--- config.mk ---
export PLATFORM = sky130hd
export DESIGN_NAME = sat_search_ctrl
export DESIGN_NICKNAME = d
export VERILOG_FILES = /design/src/rtl/sat_search_ctrl.sv
export SDC_FILE = /design/constraint.sdc
export NUM_CORES = 1
export LEC_CHECK = 0
export ABC_AREA = 1
export BUFFER_PORTS_ARGS = -buffer_cell sky130_fd_sc_hd__buf_2
export CORE_MARGIN = 2
export CORE_UTILIZATION = 50
export DETAILED_ROUTE_END_ITERATION = 6
export PLACE_DENSITY = 0.75
export REMOVE_ABC_BUFFERS = 1
export SLEW_MARGIN = 20
export SYNTH_ARGS = -nofsm -noshare
export SYNTH_HDL_FRONTEND = slang
export SYNTH_SLANG_ARGS = --single-unit
--- constraint.sdc ---
create_clock -name clk -period 2.6 [get_ports clk]
set_clock_uncertainty 0.15 [all_clocks]
set_input_delay 0.26 -clock clk [delete_from_list [all_inputs] [get_ports clk]]
set_output_delay 0.26 -clock clk [all_outputs]
set_load 0.005 [all_outputs]
--- src/rtl/sat_search_ctrl.sv ---
// rtl/sat_search_ctrl.sv - brute-force CNF search sequencer driving three literal-select muxes.
// Optional build macro: SAT_RESUME_EN (start in SAT resumes enumeration at the next assignment).
module sat_search_ctrl #(
   parameter int NUM_VARS         = 6,
   parameter int LOG2_NUM_CLAUSES = 5
) (
   input  logic                clk,
   input  logic                rst_n,
   input  logic                load_valid,
   input  logic [3:0]          load_lit,
   input  logic                clear,
   input  logic                start,
   output logic [3:0]          lit0,
   output logic [3:0]          lit1,
   output logic [3:0]          lit2,
   input  logic [2:0]          lit_true,
   output logic [NUM_VARS-1:0] x_out,
   output logic                busy,
   output logic                done,
   output logic                sat,
   output logic                load_full
);

   localparam int NCL = 2 ** LOG2_NUM_CLAUSES;
   localparam int CW  = LOG2_NUM_CLAUSES + 1;

   typedef enum logic [1:0] {
      ST_IDLE   = 2'd0,
      ST_SEARCH = 2'd1,
      ST_SAT    = 2'd2,
      ST_UNSAT  = 2'd3
   } state_t;

   state_t                      state_q, state_d;
   logic [3:0]                  store_q [NCL][3];
   logic [3:0]                  store_d [NCL][3];
   logic [CW-1:0]               n_cl_q, n_cl_d;
   logic [1:0]                  pos_q, pos_d;
   logic [LOG2_NUM_CLAUSES-1:0] ci_q, ci_d;
   logic [NUM_VARS-1:0]         x_q, x_d;
   logic                        busy_q, busy_d;
   logic                        done_q, done_d;
   logic                        sat_q, sat_d;
   logic                        full_q, full_d;
   logic                        clause_ok;
   logic                        last_clause;

   assign clause_ok   = |lit_true;
   assign last_clause = ({1'b0, ci_q} == (n_cl_q - CW'(1)));

   always_comb begin
      state_d = state_q;
      store_d = store_q;
      n_cl_d  = n_cl_q;
      pos_d   = pos_q;
      ci_d    = ci_q;
      x_d     = x_q;

      if (clear) begin
         for (int i = 0; i < NCL; i++) begin
            for (int k = 0; k < 3; k++) begin
               store_d[i][k] = 4'd0;
            end
         end
         n_cl_d  = '0;
         pos_d   = 2'd0;
         ci_d    = '0;
         x_d     = '0;
         state_d = ST_IDLE;
      end else if (state_q == ST_SEARCH) begin
         // An empty list is trivially satisfied by the current assignment.
         if (n_cl_q == '0) begin
            state_d = ST_SAT;
         end else if (clause_ok) begin
            if (last_clause) state_d = ST_SAT;
            else             ci_d    = ci_q + 1'b1;
         end else if (&x_q) begin
            state_d = ST_UNSAT;
         end else begin
            x_d  = x_q + 1'b1;
            ci_d = '0;
         end
      end else if (start) begin
         // A partially filled clause still counts; its unused slots stay 0 (false).
         if (pos_q != 2'd0) begin
            n_cl_d = n_cl_q + 1'b1;
            pos_d  = 2'd0;
         end
         ci_d    = '0;
         x_d     = '0;
         state_d = ST_SEARCH;
`ifdef SAT_RESUME_EN
         if (state_q == ST_SAT) begin
            if (&x_q) begin
               x_d     = x_q;
               state_d = ST_UNSAT;
            end else begin
               x_d = x_q + 1'b1;
            end
         end
`endif
      end else if (load_valid && (n_cl_q != CW'(NCL))) begin
         store_d[n_cl_q[LOG2_NUM_CLAUSES-1:0]][pos_q] = load_lit;
         if (pos_q == 2'd2) begin
            pos_d  = 2'd0;
            n_cl_d = n_cl_q + 1'b1;
         end else begin
            pos_d = pos_q + 1'b1;
         end
      end

      busy_d = (state_d == ST_SEARCH);
      done_d = (state_d == ST_SAT) || (state_d == ST_UNSAT);
      sat_d  = (state_d == ST_SAT);
      full_d = (n_cl_d == CW'(NCL));
   end

   always_comb begin
      lit0 = 4'd0;
      lit1 = 4'd0;
      lit2 = 4'd0;
      if (state_q == ST_SEARCH) begin
         lit0 = store_q[ci_q][0];
         lit1 = store_q[ci_q][1];
         lit2 = store_q[ci_q][2];
      end
   end

   always_ff @(posedge clk) begin
      if (!rst_n) begin
         state_q <= ST_IDLE;
         for (int i = 0; i < NCL; i++) begin
            for (int k = 0; k < 3; k++) begin
               store_q[i][k] <= 4'd0;
            end
         end
         n_cl_q <= '0;
         pos_q  <= 2'd0;
         ci_q   <= '0;
         x_q    <= '0;
         busy_q <= 1'b0;
         done_q <= 1'b0;
         sat_q  <= 1'b0;
         full_q <= 1'b0;
      end else begin
         state_q <= state_d;
         store_q <= store_d;
         n_cl_q  <= n_cl_d;
         pos_q   <= pos_d;
         ci_q    <= ci_d;
         x_q     <= x_d;
         busy_q  <= busy_d;
         done_q  <= done_d;
         sat_q   <= sat_d;
         full_q  <= full_d;
      end
   end

   assign x_out     = x_q;
   assign busy      = busy_q;
   assign done      = done_q;
   assign sat       = sat_q;
   assign load_full = full_q;

endmodule

### After elaboration in Yosys (flattened, before gate mapping)

Cells that the tools add are included.

* flip-flop bits (word level): 409
* input port bits: 12
* output and inout bits: 22
* logic and storage cells: 189

* equal/unequal tests: 14
* muxes and demuxes: 39
* bitwise logic cells: 6
* add/subtract/negate cells: 5
* reductions and logical operators: 15
* magnitude comparators: 5

Operator list (number)
* $bwmux 384: 1
* $mux 6: 11
* $bmux 12 s5: 1
* $demux 12 s5: 1
* $mux 12: 3
* $mux 5: 6
* $mux 2: 11
* $mux 4: 4
* $add 6x1->6 const B: 2
* $ge 6x6->1 const B: 2
* $not 5->6: 2
* $demux 4 s2: 1
* $reduce_and 4->1: 2
* $eq 2x2->1 const B: 3
* $eq 5x6->1: 1
* $eq 6x6->1 const B: 1
* $logic_not 6->1: 1
* $lt 6x1->1 const B: 1
* $ne 2x2->1 const B: 3
* $ne 3x3->1 const B: 2
* $ne 6x6->1 const B: 1
* $reduce_and 3->1: 2
* $reduce_and 6->1: 1
* $reduce_bool 2->1: 3
* other kinds (13): 18

### Depth between registers and ports, before layout

Gate-level depths: netlist (run 1).

* depth after elaboration: 9
* depth in mapped cells: 14
* depth with buffers taken out: 14

### Worst setup path after synthesis (run 1)

OpenSTA, ideal clock, no wires.

* path kind: register to register
* start point: reg n_cl_q[0]
* end point: reg store_q[186] (netlist bit)
* buffers on the path: 1
* cell stages (with the launch flop): 11
* library setup time: 0.132 ns
* required time: 2.318 ns
* arrival time: 1.764 ns
* slack: 0.554 ns
* period minus slack after synthesis: 2.046 ns
* path through: dfxtp_1 -> inv_1 -> ha_1 -> nand3_2 -> nand2_2 -> nor2_4 -> nand2_4 -> buf_8 -> nor2_8 -> o21ai_1 -> a21oi_1

* cells in the longest elaborated chain, start to end: 6
* elaborated cells on any way between the ends: 10
* those cells by class: 2 x order compare; 1 x eq/ne; 3 x mux; 1 x bitwise; 3 x reduce/logical

Ends and longest elaborated chain
* from (decl): RTL line 37 `logic [CW-1:0] n_cl_q, n_cl_d;`
* from (signal assigned): RTL line 148 `n_cl_q <= n_cl_d;`
* $not 5->6 (implied by the code): RTL line 103 `store_d[n_cl_q[LOG2_NUM_CLAUSES-1:0]][pos_q] = load_lit;`
* $ge 6x6->1 (implied by the code) / $lt 6x1->1 (equally long branches): RTL line 103
* $logic_and 1x1->1 (implied by the code): RTL line 103
* $mux 12 (implied by the code): RTL line 103
* $demux 12 s5: RTL line 103
* $bwmux 384: RTL line 103
* to (signal assigned): RTL line 147 `store_q <= store_d;`
* to (decl): RTL line 35 `logic [3:0] store_q [NCL][3];`

Parallel ways exist; a longest one is shown, timed or not.
A chain may end at the register's enable or synchronous reset.

### Worst setup path after layout (run 1)

* start point: reg ci_q[0]
* end point: out lit0[1]

* cells in the longest elaborated chain, start to end: 5

Ends and longest elaborated chain
* from (decl): RTL line 39 `logic [LOG2_NUM_CLAUSES-1:0] ci_q, ci_d;`
* from (signal assigned): RTL line 150 `ci_q <= ci_d;`
* $not 5->6 (implied by the code): RTL line 123 `lit0 = store_q[ci_q][0];`
* $bmux 12 s5: RTL line 123
* $mux 12 (2 in series)
* $mux 4: RTL line 122 `if (state_q == ST_SEARCH) begin`
* to (decl): RTL line 13 `output logic [3:0] lit0,`

Every way passes these cells. The select of a mux whose other input is x is not followed.

==> results.toml, run 1 <==
[layout]
drive_above_1_share_pct = 16.0
multi_input_area_um2 = 10000
fin_area_um2 = 22200
seq_area_um2 = 8200
final_util_pct = 59.0
area_growth_pct = 16.3
layout.nets = 2482
fillers = 3278
antenna_cells_inserted = 0

[die]
die_area_um2 = 39800
die_w_um = 199
row_count = 71
start_util_pct = 50.7
io_pins = 34
coreArea_um2 = 37700
floorplan.die.height_um = 199

[route]
viasPerCell = 6.02
drc = 0
drtIter0Drc = 1923
routedWlPerCell_um = 19.5
vias = 18100
finalWirelength_mm = 58.4
drtAntennaViolNets = 0
drt_pass1_iterations = 6

[grt]
grt_overflow_total = 0
grt_max_degree = 151
grt_pass1_wl_mm = 89.4
grtUsageTotal_pct = 28.3
antenna_found_initial = 0
grt_pass1_vias = 16700

[critical_path]
arrival_ns = 2.40
timing.critical_path.mode_cell = "nor2_1"
cp_slowest_cell = "dfxtp_4"
crit_chain = "buf_12 > buf_12 > clkbuf_16 > nor2_4 > nor2_1 > o21ai_1 > o211ai_1 > nand3_2 > nand2_1 > nor2_1 > nor2_1 > buf_2"
startpoint_type = "flip-flop"
path_buf_inv = 4
reg2reg_slack_ns = 0.16
worstSetupPathType = "flip-flop to output port"
cp_max_fo = 6
required_ns = 2.19
crit_path_end_kind = "output port"
critPathTopFamily = "buffers and inverters"
slowest_delay_ns = 0.45

[synth]
synthTopCellsByArea = "dfxtp_1 (43%), a21oi_1 (10%), o21ai_0 (8.8%)"
ys_seq_area_share_pct = 42.9
postSynthAreaPerCell_um2 = 7.78
ys_warn_count = 0
ys_ff_latch = 409
synth_edf_count = 0
synth_top_area_share_pct = 42.9
synth_ff_type = "dfxtp_1"
syn-instance-count = 2454
synth_cell_types = 43
yosys.area.top_type = "dfxtp_1"
synth_async_sr_flop_share_pct = 0
syn_area_um2 = 19100

[sta]
rsz0062_at_grt = "yes"
final_max_slew_viol_count = 0
worst_pin_slew_ns = 0.673
post-route-min-period_ns = 2.81
finalSetupViolations = 12
fin_crit_sh_pct = 108
relSlewSlack_pct = 55.0
layout_setup_ws_ns = -0.209
clock.fmax_mhz = 356
hold_violations = 0

[clock_tree]
clk_pin_slew_ns = 0.06
worstSkewPairLatency_ns = 0.55
cts.sinks = 409
clock_path_buffers = 3
root_buffer = "clkbuf_16"
cts_buffers = 44
cts_tree = "yes"
htreeDepth = 2

[placed_design]
place_area_um2 = 19900
place_congestion = 0.936
io_buffer_count = 33
post-place-ws_ns = 0.0794
dpl.hpwl_mm = 35.4

[power]
irDropWorstVdd_mv = 0.533
p_per_area_nw_per_um2 = 603
p_leak_nw = 9.65

[run_status]
violations = "setup timing"
status = "finished, violations left"

[min_path]
hp-class = "input pin to flip-flop"

[run]
cap_violations = 0
[per-layer routing]
layer | global-route usage [%] | vias to the layer above | wire [um]
li1 | - | 8550 | -
met1 | 37.7 | 8392 | 24300
met2 | 45.0 | 935 | 26400
met3 | 5.05 | 193 | 5230
met4 | 12.5 | 0 | 2460
met5 | 0 | - | 0
[cell usage in the layout, fill, tap and decap left out, types with 4 or more instances in the layout]
master / count
nand3_1: 49
clkbuf_1: 7
o22ai_1: 53
buf_16: 10
nor3_1: 4
nor3_2: 4
o22ai_2: 4
clkinv_2: 11
nor2_2: 23
dfxtp_1: 405
buf_4: 55
clkbuf_16: 51
o21ai_0: 291
clkbuf_8: 12
a21oi_1: 384
o211ai_1: 27
a211oi_2: 7
o21ai_2: 10
a211oi_1: 11
buf_12: 21
dlygate4sd3_1: 6
inv_2: 8
buf_6: 6
nor2_8: 58
nand2_1: 173
o21ai_1: 273
nand3_2: 8
nor2_1: 321
ha_1: 7
nand2_4: 5
nor2_4: 40
buf_2: 31
xor2_1: 4
nand2_2: 10
inv_1: 65
[logic make-up (layout without fill, tap and decap cells)]
family / after synthesis / count (layout) / synth area share (%)
AND/OR/NAND/NOR: 706 / 706 / 21.2
flip-flops: 409 / 409 / 42.9
adder cells (fa/ha/maj): 7 / 7 / 0.458
AO/OA/AOI/OAI: 1068 / 1068 / 29.3
buffers and inverters: 259 / 296 / 5.99
XOR/XNOR: 5 / 5 / 0.229
[registers in the layout, indices dropped and copies added, names as in the netlist, 2 cells and up]
signal / flops
pos_q: 2
x_out: 6
store_q: 384
ci_q: 5
state_q: 2
n_cl_q: 6
[final cells by class]
type	count	area share, %
Tap cell	511	2.88
Clock inverter	10	0.377
Timing Repair inverter	1	0.0394
Sequential cell	409	36.9
Multi-Input combinational cell	1786	45.2
Timing Repair Buffer	138	7.19
Inverter	83	1.52
Clock buffer	64	5.93
[worst reg2reg max path: cells and delay by family (launching register included)]
family                 cells  cell delay (ns)
AND/OR/NAND/NOR            9             1.35
buffers and inverters      1             0.50
flip-flops                 1             0.34
[what timing repair did]
| action | 4_1_cts | 5_1_grt |
|---|---|---|
| hold buffers | 6 | 0 |
| setup buffers | 6 | 11 |
| resized for setup | 48 | 87 |
| cloned | 6 | 8 |
| endpoints found under the hold margin | 23 | 0 |
| endpoints found under the setup margin | 12 | 12 |
| pin swaps | 9 | 45 |
[Yosys cell counts (2+ instances only)]
master and number:
o32ai_1 4, nand3_2 3, buf_4 4, buf_6 3, o21ai_0 334, nand2_2 8, nor3_4 2, o211ai_1 27
ha_1 7, xor2_1 4, dfxtp_1 409, a211oi_2 7, inv_2 8, nor2_2 10, nand2_4 6, buf_1 8
nand2_1 176, nand4_1 2, buf_12 5, nor4_1 3, nor3_2 4, o21ai_1 239, clkbuf_1 125, a21oi_1 387
buf_2 29, nor2_8 58, nand3_1 54, nor2_4 28, nor2_1 346, nor3_1 4, inv_1 72, a211oi_1 11
o22ai_1 57
[stage by stage]
stage / TNS [ns] / total power, W / instances / hold WS [ns]
6_report: -2.01 / 0.0134 / 3002 / 0.0765
4_1_cts: -1.91 / 0.0133 / 2985 / 0.0485
3_5_place_dp: 0 / 0.00721 / 2893 / 0.303
5_1_grt: -2.97 / 0.0137 / 3002 / 0.100
3_3_place_gp: 0 / 0.00720 / 2893 / 0.295
2_1_floorplan: -1677.04 / 0.00691 / 2278 / 0.257
[worst paths after layout]
kind                                endpoint  depth (start not counted)    startpoint
worst max-delay path                 lit0[1]                         12       ci_q[0]
worst max register to register          busy                         10    state_q[0]
worst min register to register  store_q[247]                          2  store_q[247]
worst min-delay path              state_q[0]                          4         start
[power breakdown]
| part | switching (W) | total [W] | internal, W |
|---|---|---|---|
| combinational | 0.000639 | 0.000954 | 0.000314 |
| sequential | 0.0000109 | 0.00628 | 0.00627 |
| clock | 0.00256 | 0.00615 | 0.00359 |
| total | 0.00321 | 0.0134 | 0.0102 |
Note: power is estimated with default switching activity, not from simulation.
==> run 2: changes to the inputs <==
- CORE_MARGIN: 2 -> default
==> run 2 against run 1 <==
The flow still finishes with violations (setup timing). Clock power up 2%. Critical path depth down 2. Worst setup slack worse by 0.0010 ns. Critical endpoint is now lit0[0]. Sequential power about the same. Die area down 2.0%.
==> results.toml, run 2 (synthesis results as in run 1) <==
[run_status]
status = "finished, violations left"
violations = "setup timing"

[clock_tree]
clk_pin_slew_ns = 0.06
root_buffer = "clkbuf_16"
htreeDepth = 2
cts_tree = "yes"
clock_path_buffers = 3
worstSkewPairLatency_ns = 0.56
cts_buffers = 43
cts.sinks = 409

[critical_path]
required_ns = 2.19
crit_path_end_kind = "output port"
slowest_delay_ns = 0.36
worstSetupPathType = "flip-flop to output port"
startpoint_type = "flip-flop"
cp-endpoint = "lit0[0]"
arrival_ns = 2.40
cp_slowest_cell = "dfxtp_4"
critPathTopFamily = "buffers and inverters"
startpoint = "ci_q[0]"
crit_chain = "buf_12 > inv_8 > buf_4 > nor2_1 > o211ai_1 > nand2_1 > nor2_4 > o21ai_4 > nor2_2 > buf_2"
cp_max_fo = 8
r2r_cells = 10
reg2reg_slack_ns = 0.13
path_buf_inv = 4
rr_startpoint = "state_q[1]"
cp_num_cells = 10
r2r_end = "n_cl_q[3]"

[power]
switching_share_pct = 23.8
power.total_w = 0.0136
p_per_area_nw_per_um2 = 605
irDropWorstVdd_mv = 0.440
p_switching_w = 0.00323
power.internal_w = 0.0103
p_comb_share_pct = 7.2
p_clk_share_pct = 46.4
p_leak_nw = 9.79
p_seq_share_pct = 46.4

[layout]
fin_area_um2 = 22400
final_cells = 3016
final_util_pct = 59.5
seq_area_um2 = 8200
multi_input_area_um2 = 10100
antenna_cells_inserted = 0
area_growth_pct = 17.2
fillers = 3273
drive_above_1_share_pct = 16.9
regMostFlops = "store_q"
layout_common_cells = "dfxtp_1 (406), a21oi_1 (384), nor2_1 (315), o21ai_1 (297), o21ai_0 (261)"
layout.nets = 2492
largest_reg_flops = 384
final_common_cell = "dfxtp_1"

[die]
die_w_um = 197
die_area_um2 = 39000
start_util_pct = 50.7
floorplan.die.height_um = 197
row_count = 71
coreArea_um2 = 37700
io_pins = 34

[route]
drc = 0
drt_pass1_iterations = 6
viasPerCell = 6.06
vias = 18300
routedWlPerCell_um = 19.9
finalWirelength_mm = 59.9
drtIter0Drc = 1997
drtAntennaViolNets = 0

[placed_design]
place_congestion = 0.960
place_inst = 2899
place_area_um2 = 20000
dpl.hpwl_mm = 36.0
io_buffer_count = 33

[sta]
final_max_slew_viol_count = 0
rsz0062_at_grt = "yes"
post-route-min-period_ns = 2.81
hold_violations = 0
layout_setup_ws_ns = -0.210
relSlewSlack_pct = 49.7
finalSetupViolations = 12
clock.fmax_mhz = 356
fin_crit_sh_pct = 108
worst_pin_slew_ns = 0.754

[grt]
antenna_found_initial = 1
grt_overflow_total = 0
grt_pass1_vias = 17200
grtUsageTotal_pct = 29.5
grt_max_degree = 112
grt_pass1_wl_mm = 91.9

[min_path]
hp-class = "input pin to flip-flop"

[run]
cap_violations = 0
==> run 2: changes by cell type in the layout (fill, tap and decap cells not counted), sizes merged <==
cell         before  now
clkinv           15   11
clkinvlp          3    1
dlygate4sd3       6    7
bufbuf            1    0
inv              75   79
buf             124  132
bufinv            1    2
clkbuf           71   78
==> run 2: metal layers <==
layer	part of all wire, %	global-route usage, %	vias up
met5	0.020	0	-
met4	3.8	12.3	2
met3	9.3	5.41	191
met2	46	47.9	985
met1	41	38.5	8523
li1	-	-	8570
==> run 2: worst min path at each step <==
stage                            start            to  depth (start not counted)  slack [ns]
after floorplan            load_lit[0]  store_q[244]                          2        0.26
after global placement    store_q[264]  store_q[264]                          2        0.29
after detailed placement  store_q[264]  store_q[264]                          2        0.30
after CTS                        start    state_q[0]                          4        0.03
after global routing        load_valid     n_cl_q[1]                          4        0.08
final                            start    state_q[0]                          4        0.04
==> run 2: per-stage QoR <==
stage / setup slack (ns) / setup TNS, ns / hold slack, ns
floorplan: -7.03 / -1677.04 / 0.257
global placement: 0.0729 / 0 / 0.294
detailed placement: 0.0692 / 0 / 0.301
CTS: -0.164 / -1.60 / 0.0284
global route: -0.277 / -2.47 / 0.0760
finish: -0.210 / -1.62 / 0.0427
==> run 2: layout make-up <==
cell class                 count  share of cell area [%]
clock buffer                  70                    6.03
clock inverter                 7                   0.408
inverter                      83                    1.59
multi-input combinational   1786                    45.1
sequential                   409                    36.6
tap                          511                    2.86
timing repair buffer         147                    7.27
timing repair inverter         3                   0.151
==> run 2: power by group through the flow <==
| stage | clock network (W) | logic (W) | registers [W] |
|---|---|---|---|
| floorplan | 0 | 0.000462 | 0.00645 |
| global placement | 0 | 0.000789 | 0.00642 |
| detailed placement | 0 | 0.000798 | 0.00642 |
| CTS | 0.00635 | 0.000867 | 0.00628 |
| global route | 0.00663 | 0.00103 | 0.00628 |
| finish | 0.00629 | 0.000979 | 0.00628 |
==> run 2: timing repair <==
action                                  CTS  global route
cloned                                    5            10
endpoints found under the setup margin   12            12
buffers inserted                          8            12
pin swaps                                13            54
hold buffers                              7             0
resized for setup                        68           116
endpoints found under the hold margin    26             0
==> run 2: worst reg2reg max path: cells and delay by family, from the launching register on <==
| family | cells | cell delay [ns] |
|---|---|---|
| buffers and inverters | 3 | 0.79 |
| DFF | 1 | 0.33 |
| and+or+nand+nor | 7 | 1.16 |
